===== src/rtl/if_map_writer_pkg.sv =====
// Shared definitions for the ifmap writer: default sizes, FSM encoding and a
// small width helper used when sizing derived parameters.
package if_map_writer_pkg;

  localparam int unsigned IfMapHeightDef = 8;
  localparam int unsigned MaxRowDef      = 2;
  localparam int unsigned DataWidthDef   = 16;

  // StIdle: next transfer opens a row. StFill: a row is in progress.
  typedef enum logic [0:0] {StIdle, StFill} wr_state_e;

  // clog2 that never returns 0, so a one-entry structure still gets a 1-bit pointer.
  function automatic int unsigned clog2_min1(input int unsigned n);
    return (n > 1) ? $clog2(n) : 1;
  endfunction

endpackage


===== src/rtl/row_len_table.sv =====
// Row length table: stores the word count of each completed row.
// Ports:
//   clk, rst    - clock, asynchronous active-low reset (clears all entries)
//   we          - write strobe
//   waddr/wdata - write slot and row length
//   raddr/rdata - asynchronous read of a slot
module row_len_table
  import if_map_writer_pkg::*;
#(
  parameter int unsigned DEPTH     = MaxRowDef,
  parameter int unsigned WIDTH     = 4,
  parameter int unsigned PTR_WIDTH = clog2_min1(DEPTH)
) (
  input  logic                 clk,
  input  logic                 rst,
  input  logic                 we,
  input  logic [PTR_WIDTH-1:0] waddr,
  input  logic [WIDTH-1:0]     wdata,
  input  logic [PTR_WIDTH-1:0] raddr,
  output logic [WIDTH-1:0]     rdata
);

  logic [WIDTH-1:0] mem_q [DEPTH];

  always_ff @(posedge clk or negedge rst) begin
    if (!rst) begin
      for (int i = 0; i < int'(DEPTH); i++) begin
        mem_q[i] <= '0;
      end
    end else if (we) begin
      mem_q[waddr] <= wdata;
    end
  end

  assign rdata = mem_q[raddr];

endmodule


===== src/rtl/if_map_writer.sv =====
// Ifmap writer: accepts a row-framed word stream, writes it into a circular
// ifmap buffer and reports row start/end addresses to the reader's row table.
// Space is reclaimed a whole row at a time when the reader releases the oldest row.
// Ports:
//   clk, rst                       - clock, asynchronous active-low reset
//   in_data/in_valid/in_last       - incoming word stream, in_last marks end of row
//   in_ready                       - word accepted this cycle when in_valid is high
//   release_row                    - reader finished the oldest stored row
//   wen/waddr/wdata                - buffer write port
//   ld_start/start_out             - row-table start address strobe
//   ld_end/end_out                 - row-table end address strobe (one past last word)
//   row_wptr                       - row-table slot being written
//   rows_valid                     - number of complete rows stored
//   full/empty                     - buffer occupancy flags
module if_map_writer
  import if_map_writer_pkg::*;
#(
  parameter int unsigned IF_MAP_HEIGHT = IfMapHeightDef,
  parameter int unsigned MAX_ROW       = MaxRowDef,
  parameter int unsigned DATA_WIDTH    = DataWidthDef,
  parameter int unsigned ADD_WIDTH     = clog2_min1(IF_MAP_HEIGHT),
  parameter int unsigned ROW_PTR_WIDTH = clog2_min1(MAX_ROW)
) (
  input  logic                     clk,
  input  logic                     rst,
  input  logic [DATA_WIDTH-1:0]    in_data,
  input  logic                     in_valid,
  input  logic                     in_last,
  output logic                     in_ready,
  input  logic                     release_row,
  output logic                     wen,
  output logic [ADD_WIDTH-1:0]     waddr,
  output logic [DATA_WIDTH-1:0]    wdata,
  output logic                     ld_start,
  output logic [ADD_WIDTH-1:0]     start_out,
  output logic                     ld_end,
  output logic [ADD_WIDTH-1:0]     end_out,
  output logic [ROW_PTR_WIDTH-1:0] row_wptr,
  output logic [ROW_PTR_WIDTH:0]   rows_valid,
  output logic                     full,
  output logic                     empty
);

  localparam int unsigned CntW = ADD_WIDTH + 1;
  localparam int unsigned RvW  = ROW_PTR_WIDTH + 1;

  localparam logic [ADD_WIDTH-1:0]     LastAddr = ADD_WIDTH'(IF_MAP_HEIGHT - 1);
  localparam logic [ROW_PTR_WIDTH-1:0] LastRow  = ROW_PTR_WIDTH'(MAX_ROW - 1);
  localparam logic [CntW-1:0]          Height   = CntW'(IF_MAP_HEIGHT);
  localparam logic [RvW-1:0]           MaxRows  = RvW'(MAX_ROW);

  wr_state_e              state_q, state_d;
  logic [ADD_WIDTH-1:0]     wptr_q, wptr_d, wptr_inc;
  logic [ROW_PTR_WIDTH-1:0] row_wptr_q, row_wptr_d;
  logic [ROW_PTR_WIDTH-1:0] row_rptr_q, row_rptr_d;
  logic [CntW-1:0]          occ_q, occ_d;
  logic [RvW-1:0]           rows_valid_q, rows_valid_d;
  logic [CntW-1:0]          row_len_q, row_len_d, cur_len;
  logic [CntW-1:0]          rel_len;
  logic                     xfer, last_xfer, rel;

  row_len_table #(
    .DEPTH    (MAX_ROW),
    .WIDTH    (CntW),
    .PTR_WIDTH(ROW_PTR_WIDTH)
  ) u_len_table (
    .clk  (clk),
    .rst  (rst),
    .we   (last_xfer),
    .waddr(row_wptr_q),
    .wdata(cur_len),
    .raddr(row_rptr_q),
    .rdata(rel_len)
  );

  // Handshake depends on registered state only, never on in_valid.
  assign in_ready  = (occ_q != Height) && (rows_valid_q < MaxRows);
  assign xfer      = in_valid && in_ready;
  assign last_xfer = xfer && in_last;
  assign rel       = release_row && (rows_valid_q != '0);

  // Explicit compare keeps the wrap correct for non-power-of-two heights.
  assign wptr_inc = (wptr_q == LastAddr) ? '0 : wptr_q + ADD_WIDTH'(1);

  // Length of the current row including this word; row_len_q is 0 in StIdle.
  assign cur_len = (row_len_q == Height) ? Height : row_len_q + CntW'(1);

  always_comb begin
    state_d      = state_q;
    wptr_d       = wptr_q;
    row_wptr_d   = row_wptr_q;
    row_rptr_d   = row_rptr_q;
    occ_d        = occ_q;
    rows_valid_d = rows_valid_q;
    row_len_d    = row_len_q;

    if (xfer) begin
      wptr_d = wptr_inc;
      occ_d  = occ_d + CntW'(1);
      if (in_last) begin
        state_d      = StIdle;
        row_len_d    = '0;
        row_wptr_d   = (row_wptr_q == LastRow) ? '0 : row_wptr_q + ROW_PTR_WIDTH'(1);
        rows_valid_d = rows_valid_d + RvW'(1);
      end else begin
        state_d   = StFill;
        row_len_d = cur_len;
      end
    end

    // Applied after the transfer so a simultaneous write and release both land.
    if (rel) begin
      occ_d        = occ_d - rel_len;
      rows_valid_d = rows_valid_d - RvW'(1);
      row_rptr_d   = (row_rptr_q == LastRow) ? '0 : row_rptr_q + ROW_PTR_WIDTH'(1);
    end
  end

  always_ff @(posedge clk or negedge rst) begin
    if (!rst) begin
      state_q      <= StIdle;
      wptr_q       <= '0;
      row_wptr_q   <= '0;
      row_rptr_q   <= '0;
      occ_q        <= '0;
      rows_valid_q <= '0;
      row_len_q    <= '0;
    end else begin
      state_q      <= state_d;
      wptr_q       <= wptr_d;
      row_wptr_q   <= row_wptr_d;
      row_rptr_q   <= row_rptr_d;
      occ_q        <= occ_d;
      rows_valid_q <= rows_valid_d;
      row_len_q    <= row_len_d;
    end
  end

  assign wen        = xfer;
  assign waddr      = wptr_q;
  assign wdata      = in_data;
  assign ld_start   = xfer && (state_q == StIdle);
  assign start_out  = wptr_q;
  assign ld_end     = last_xfer;
  assign end_out    = wptr_inc;
  assign row_wptr   = row_wptr_q;
  assign rows_valid = rows_valid_q;
  assign full       = (occ_q == Height);
  assign empty      = (occ_q == '0);

endmodule


===== config.mk =====
export PLATFORM = sky130hd
export DESIGN_NAME = if_map_writer
export DESIGN_NICKNAME = d
export VERILOG_FILES = /design/src/rtl/if_map_writer_pkg.sv /design/src/rtl/row_len_table.sv /design/src/rtl/if_map_writer.sv
export SDC_FILE = /design/constraint.sdc
export NUM_CORES = 1
export LEC_CHECK = 0
export ABC_AREA = 1
export BUFFER_PORTS_ARGS = -buffer_cell sky130_fd_sc_hd__buf_2
export CAP_MARGIN = 20
export CORE_UTILIZATION = 52
export CTS_BUF_LIST = sky130_fd_sc_hd__clkbuf_8
export DETAILED_ROUTE_END_ITERATION = 12
export GPL_TIMING_DRIVEN = 0
export PLACE_DENSITY = 0.82
export SETUP_SLACK_MARGIN = 0.5
export SKIP_LAST_GASP = 1
export SLEW_MARGIN = 20
export SYNTH_ARGS = -nofsm -noshare
export SYNTH_HDL_FRONTEND = slang
export SYNTH_HIERARCHICAL = 1
export SYNTH_SLANG_ARGS = --single-unit

===== constraint.sdc =====
create_clock -name clk -period 2.6 [get_ports clk]
set_clock_uncertainty 0.1 [all_clocks]
set_input_delay 0 -clock clk [delete_from_list [all_inputs] [get_ports clk]]
set_output_delay 0 -clock clk [all_outputs]
set_load 0.005 [all_outputs]

==> results.md, run 1 <==
* Outcome: finished with violations
* Failing checks: design-rule violations
* DIE AREA at 3350 sq um
* Distinct cells, synth at 29
* Static Leakage at 1.18 nW
* Top post-synthesis cells by area: dfrtp_1, nand2_1, buf_4
* Post-Syn Instances at 198
* Synth top area share at 37.0%
* Total number of vias at 1376
* Gpl congestion at 0.770
* Fill cells at 214
* Antenna viol nets, final at 0
* Sequential element share of the synthesized area at 37.0%
* Clock sink total at 24
* Sw frac at 43.1%
* Initial Util at 57.0%
* DRC at 3
* Root buf cell: clkbuf_8
* Slew @ Worst Pin at 0.552 ns
* Die Span Y at 57.9 um
* Vias in the first global route at 1218
* Worst VDD drop at 0.529 mV
* Yosys reg bits at 24
* Initial DRT Pass Iterations at 8
* Initial antenna violation count at 0
* Sw power at 1.05 mW
* Site Rows at 19
* Crit-path cells: inv_2, ha_4, nand3_4, nand3_4, buf_8, o21ai_2, and2_4, ha_4, nand3b_1, nand2_1, nand2_2, nand3_2, inv_2, nand2_1, nand2_1
* Initial DRC Count at 42
* Clock slew at reported path FFs at 0.08 ns
* RSZ-0062 raised after global routing: true
* WP data required at 2.66 ns
* Final Hold Vio Count at 0
* Area grow syn2layout at 27.3%
* Wire per inst at 11.7 um
* H-tree depth at 1
* Vias per cell at 4.90
* Max-Cap Viols at 0
* Buffers on Ports at 38
* CTS Buffer Depth at 2
* First-pass GRT wire length at 5310 um
* Final setup TNS at 0 ns
* Placeable Area at 2850 sq um
* Crit Path Category: flop to flop
* Combinational power share at 60.5%
* WL met3 at 127 um
* Final count of pins violating max slew at 0
* # IOs at 55
* Layout Nets at 283
* Largest net degree at the start of global routing at 25
* Internal cell power at 1.39 mW
* PD cells at 1180 nW/um^2
* CP max FO at 4
* CP max stage delay at 0.40 ns
* Power share of the clock group at 10.4%
* Final std cells w/o fill at 281
* Antenna cell count at 0
* Min-delay worst type: primary input to flop
* Total gr overflow at 0
* Nature of the critical path endpoint: flop
* Slew headroom at 63.2%
* CTS tree: built
* Later-pin clock latency in the skew report at 0.26 ns
* Total GRT Usage at 20.8%
* EDFF count, synth at 0
* Share of cells above drive strength 1 at 38.8%
* CP max stage cell: dfrtp_1
* Post-route clock period utilization at 81.8%
* TritonCTS Buffers at 3
* Final min period at 2.13 ns
* Top sig layer: met4
* Final setup fails at 0
* FMAX at 0.470 GHz
* Wire length on met2 at 1670 um
* Reg power frac at 29.1%
* WL final at 3290 um
* Most area-hungry cell type in the Yosys netlist: dfrtp_1
* Post-synthesis cell area at 1630 sq um
* Die Wd at 57.9 um
* M1 WL at 1490 um
* Syn Nets at 230
* Critical Path AT at 2.19 ns
* Tot Pwr at 2.44 mW
* Setup crit start kind: flop
* Async S/R FF share, synth at 100%
* Hpwl dp at 2350 um
* Crit path top cell by count: nand2_1
* Synth Area per Inst at 8.21 sq um
* Cell count after placement at 267
* YS warnings at 6
* Ys flop type: dfrtp_1
[cells in the mapped netlist (2+ instances only)]
cell type,instances
nand3_1,21
buf_4,19
o21ai_0,4
xor2_1,4
nand3_4,2
nor2_1,4
nand2_1,54
xnor2_1,2
o21ai_2,2
dfrtp_1,24
ha_1,10
nand4_1,2
inv_2,3
inv_1,30
o22ai_1,3
[critical path, delay by kind of cell, from the launching register on]
family / cells / cell delay [ns]
compound gates: 1 / 0.06
simple gates: 9 / 0.78
fa+ha+maj: 2 / 0.42
buf+inv: 3 / 0.24
flops: 1 / 0.40
[through the flow]
stage / util (%) / instance area (sq um) / hold WS (ns) / setup WS (ns)
3_3_place_gp: 66.4 / 1890 / -0.0943 / 0.359
4_1_cts: 71.4 / 2040 / 0.0307 / 0.486
5_1_grt: 72.5 / 2070 / 0.0637 / 0.372
6_report: 72.5 / 2070 / 0.0436 / 0.472
3_5_place_dp: 66.4 / 1890 / -0.0867 / 0.280
2_1_floorplan: - / 1670 / -0.396 / 0.482
[power by group through the flow]
stage | Clock [mW] | Combinational, mW | Sequential, mW
4_1_cts | 0.257 | 1.41 | 0.709
6_report | 0.253 | 1.48 | 0.712
3_3_place_gp | 0 | 1.21 | 0.724
3_5_place_dp | 0 | 1.26 | 0.732
2_1_floorplan | 0 | 0.956 | 0.701
5_1_grt | 0.275 | 1.66 | 0.737
[path summary, 6_finish.rpt]
path | from | end | slack [ns] | depth (start not counted)
worst min-delay path | release_row | occ_q[2] | 0.04 | 5
worst max-delay path | occ_q[1] | occ_q[3] | 0.47 | 15
max in group asynchronous | rst | occ_q[0] | 1.84 | 2
worst max register to register | occ_q[1] | occ_q[3] | 0.47 | 15
worst min register to register | u_len_table/mem_q[0] | u_len_table/mem_q[0] | 0.38 | 2
min in group asynchronous | rst | occ_q[2] | 0.15 | 2
[layer usage]
| layer | global-route usage [%] | up-vias |
|---|---|---|
| li1 | - | 701 |
| met1 | 28.2 | 639 |
| met2 | 35.8 | 34 |
| met3 | 3.35 | 2 |
| met4 | 3.40 | 0 |
| met5 | 0 | - |
[repair_timing]
action,4_1_cts,5_1_grt
cloned,0,0
hold buffers,2,0
pin swaps,3,0
endpoints found under the setup margin,3,3
endpoints found under the hold margin,29,0
setup buffers,6,2
gates resized for setup,5,4
[layout make-up]
cell class / count / area, sq um / area share [%]
plain buffers: 21 / 171 / 8.28
clock buffers: 4 / 55.1 / 2.66
inverters: 33 / 129 / 6.23
multi-input cells: 120 / 803 / 38.8
flip-flops and latches: 24 / 602 / 29.1
well taps: 31 / 38.8 / 1.87
repair buffers: 48 / 270 / 13.1
[sequential cells by signal (all words and copies together) (netlist names)]
name / cells
row_rptr_q: 1
rows_valid: 2
row_len_q: 4
state_q: 1
u_len_table/mem_q: 8
occ_q: 4
row_wptr: 1
start_out: 3
[cells by family after synthesis]
family / count (synthesis) / share of synthesized area (%)
muxes: 1 / 0.616
adders and majority gates: 11 / 8.93
buffers and inverters: 54 / 18.2
and+or+nand+nor: 89 / 25.6
AOI/OAI and AO/OA: 12 / 4.77
DFF: 24 / 37.0
xor gates and xnor gates: 7 / 4.93
[placed cells by master (no fill, tap or decap), drive strengths merged]
master,instances
fa,1
nor2,5
nand4,2
o22ai,3
clkbuf,5
ha,10
o21bai,1
dlygate4sd3,2
o21ai,7
nand3,23
inv,33
or2,1
mux2i,1
buf,66
xnor2,2
nand2,56
nand3b,1
xor2,5
and2,1
dfrtp,24
a21oi,1
Note: power is estimated with default switching activity, not from simulation.
==> inputs of run 2 (changes only) <==
==> constraint.sdc (replaced) <==
create_clock -name clk -period 2 [get_ports clk]
set_clock_uncertainty 0.1 [all_clocks]
set_input_delay 0 -clock clk [delete_from_list [all_inputs] [get_ports clk]]
set_output_delay 0 -clock clk [all_outputs]
set_load 0.005 [all_outputs]
==> results.md, run 2 (synthesis gave the netlist of run 1 again) <==
* Final min period at 2.14 ns (+0.0166 ns)
* CP max stage delay at 0.39 ns (about the same)
* Layout Nets at 295 (+4.2%)
* Pre-CTS WS at -0.298 ns (-0.578 ns)
* Nature of the critical path endpoint: flop
* Area grow syn2layout at 36.2%
* Largest net degree at the start of global routing at 25 (unchanged)
* Crit path top cell by count: nand2_1
* H-tree depth at 1 (unchanged)
* DIE AREA at 3350 sq um (unchanged)
* Final setup margin at -0.144 ns (-0.617 ns)
* Placed Area at 1900 sq um (+0.53%)
* RSZ-0062 raised after global routing: true
* Antenna cell count at 0 (unchanged)
* Setup slack, reg-to-reg at -0.14 ns (-0.62 ns)
* Total number of vias at 1461 (+6.2%)
* Final Hold Vio Count at 0 (unchanged)
* Site Rows at 19 (unchanged)
* Final setup fails at 3 (+3)
* Most frequent cells in the layout: nand2_1, buf_2, buf_4, inv_1, dfrtp_1
* CP max stage cell: dfrtp_2
* Die Wd at 57.9 um (unchanged)
* Clock slew at reported path FFs at 0.08 ns (about the same)
* Placeable Area at 2850 sq um (unchanged)
* Worst VDD drop at 0.889 mV (+68%)
* Initial Util at 57.0% (unchanged)
* Slew @ Worst Pin at 0.540 ns (-0.0112 ns)
* Vias per cell at 4.99 (+1.8%)
* TritonCTS Buffers at 3 (unchanged)
* Final setup TNS at -0.340 ns (-0.340 ns)
* CP max FO at 9 (+5)
* First-pass GRT wire length at 5510 um (+3.8%)
* Commonest non-fill, non-tap cell in the layout: nand2_1
* Regs by FF count: u_len_table/mem_q: 8 flops, occ_q: 4 flops, row_len_q: 4 flops
* Share of cells above drive strength 1 at 44.7% (+5.9 points)
* Max-Cap Viols at 0 (unchanged)
* PD cells at 1530 nW/um^2 (+30%)
* Wire per inst at 13.3 um (+14%)
* Initial DRC Count at 52 (+24%)
* Antenna viol nets, final at 0 (unchanged)
* Failing checks: design-rule violations, negative setup slack
* Final instance area at 2210 sq um (+7.0%)
* Crit-path cells: inv_2, ha_4, nand3_4, nand3_4, inv_4, nand3_1, and2_4, ha_4, a21oi_2, nand2_1, nand2_1, nand3_2, nand3_1, nand2_1
* WP data required at 2.06 ns (-0.60 ns)
* Gpl congestion at 0.785 (+1.9%)
* DRC at 2 (-1)
* Min-delay worst type: primary input to flop
* Total GRT Usage at 21.8% (+1.1 points)
* Static Leakage at 1.24 nW (+5.7%)
* Later-pin clock latency in the skew report at 0.27 ns (about the same)
* Final count of pins violating max slew at 0 (unchanged)
* FMAX at 0.466 GHz (-0.78%)
* Hpwl dp at 2250 um (-4.0%)
* Hold WS at 0.0619 ns (+0.0184 ns)
* CTS Buffer Depth at 2 (unchanged)
* Root buf cell: clkbuf_8
* Buffers on Ports at 38 (unchanged)
* Setup crit start kind: flop
* Number of flip-flops in the largest register at 8 (unchanged)
* CTS tree: built
* Critical Path AT at 2.21 ns (+0.02 ns)
* Initial antenna violation count at 0 (unchanged)
* Initial DRT Pass Iterations at 8 (unchanged)
* Crit Path Category: flop to flop
* Slew headroom at 64.0% (+0.75 points)
* Tot Pwr at 3.40 mW (+39%)
* WL final at 3910 um (+19%)
* Clock sink total at 24 (unchanged)
* # IOs at 55 (unchanged)
* Largest register by flop count: u_len_table/mem_q
* Total gr overflow at 0 (unchanged)
* Die Span Y at 57.9 um (unchanged)
* Outcome: finished with violations
* Post-route clock period utilization at 107% (+25 points)
* Vias in the first global route at 1273 (+4.5%)
-- run 2: changes by cell type in the layout (fill, tap and decap cells not counted), sizes merged --
cell  before  now
buf       66   78
-- run 2: repair_timing --
| action | in CTS | in global routing |
|---|---|---|
| hold endpoints to repair | 29 | 0 |
| gates resized for setup | 5 | 16 |
| hold buffers | 2 | 0 |
| setup endpoints to repair | 18 | 26 |
| setup buffers | 13 | 7 |
| pin swaps | 3 | 4 |
-- run 2: metal layers --
| metal | vias to the layer above | track usage (%) | part of all wire [%] |
|---|---|---|---|
| li1 | 727 | - | - |
| met1 | 677 | 26.9 | 39 |
| met2 | 45 | 38.9 | 52 |
| met3 | 12 | 4.24 | 4.4 |
| met4 | 0 | 6.12 | 4.2 |
| met5 | - | 0 | 0 |
-- run 2: critical path, delay by kind of cell (launching register included) --
kind,cells,cell delay (ns)
AOI/OAI and AO/OA,1,0.14
adders and majority gates,2,0.41
buffers and inverters,2,0.19
DFF,1,0.39
and+or+nand+nor,9,0.81
-- run 2: report_power, final --
group	switching [mW]	internal, mW
logic	1.10	1.03
clock network	0.155	0.176
registers	0.217	0.715
-- run 2: stage by stage --
stage,utilization [%],instances
after global placement,66.8,267
final,77.6,293
after CTS,73.4,286
after floorplan,-,198
after detailed placement,66.8,267
after global routing,77.6,293
-- run 2: area by class of cell --
type,instances,area [sq um]
clock buffers,4,55.1
inverters,33,126
fillers,172,639
multi-input cells,120,837
well taps,31,38.8
repair buffers,60,383
plain buffers,21,171
flip-flops and latches,24,602
-- run 2: worst paths after layout --
kind	end	depth (start not counted)	start
setup reg to reg	occ_q[3]	14	occ_q[0]
max in group asynchronous	occ_q[0]	2	rst
min in group asynchronous	start_out[0]	2	rst
setup / recovery	occ_q[3]	14	occ_q[0]
hold reg to reg	u_len_table/mem_q[0]	2	u_len_table/mem_q[0]
hold / removal	occ_q[2]	5	release_row
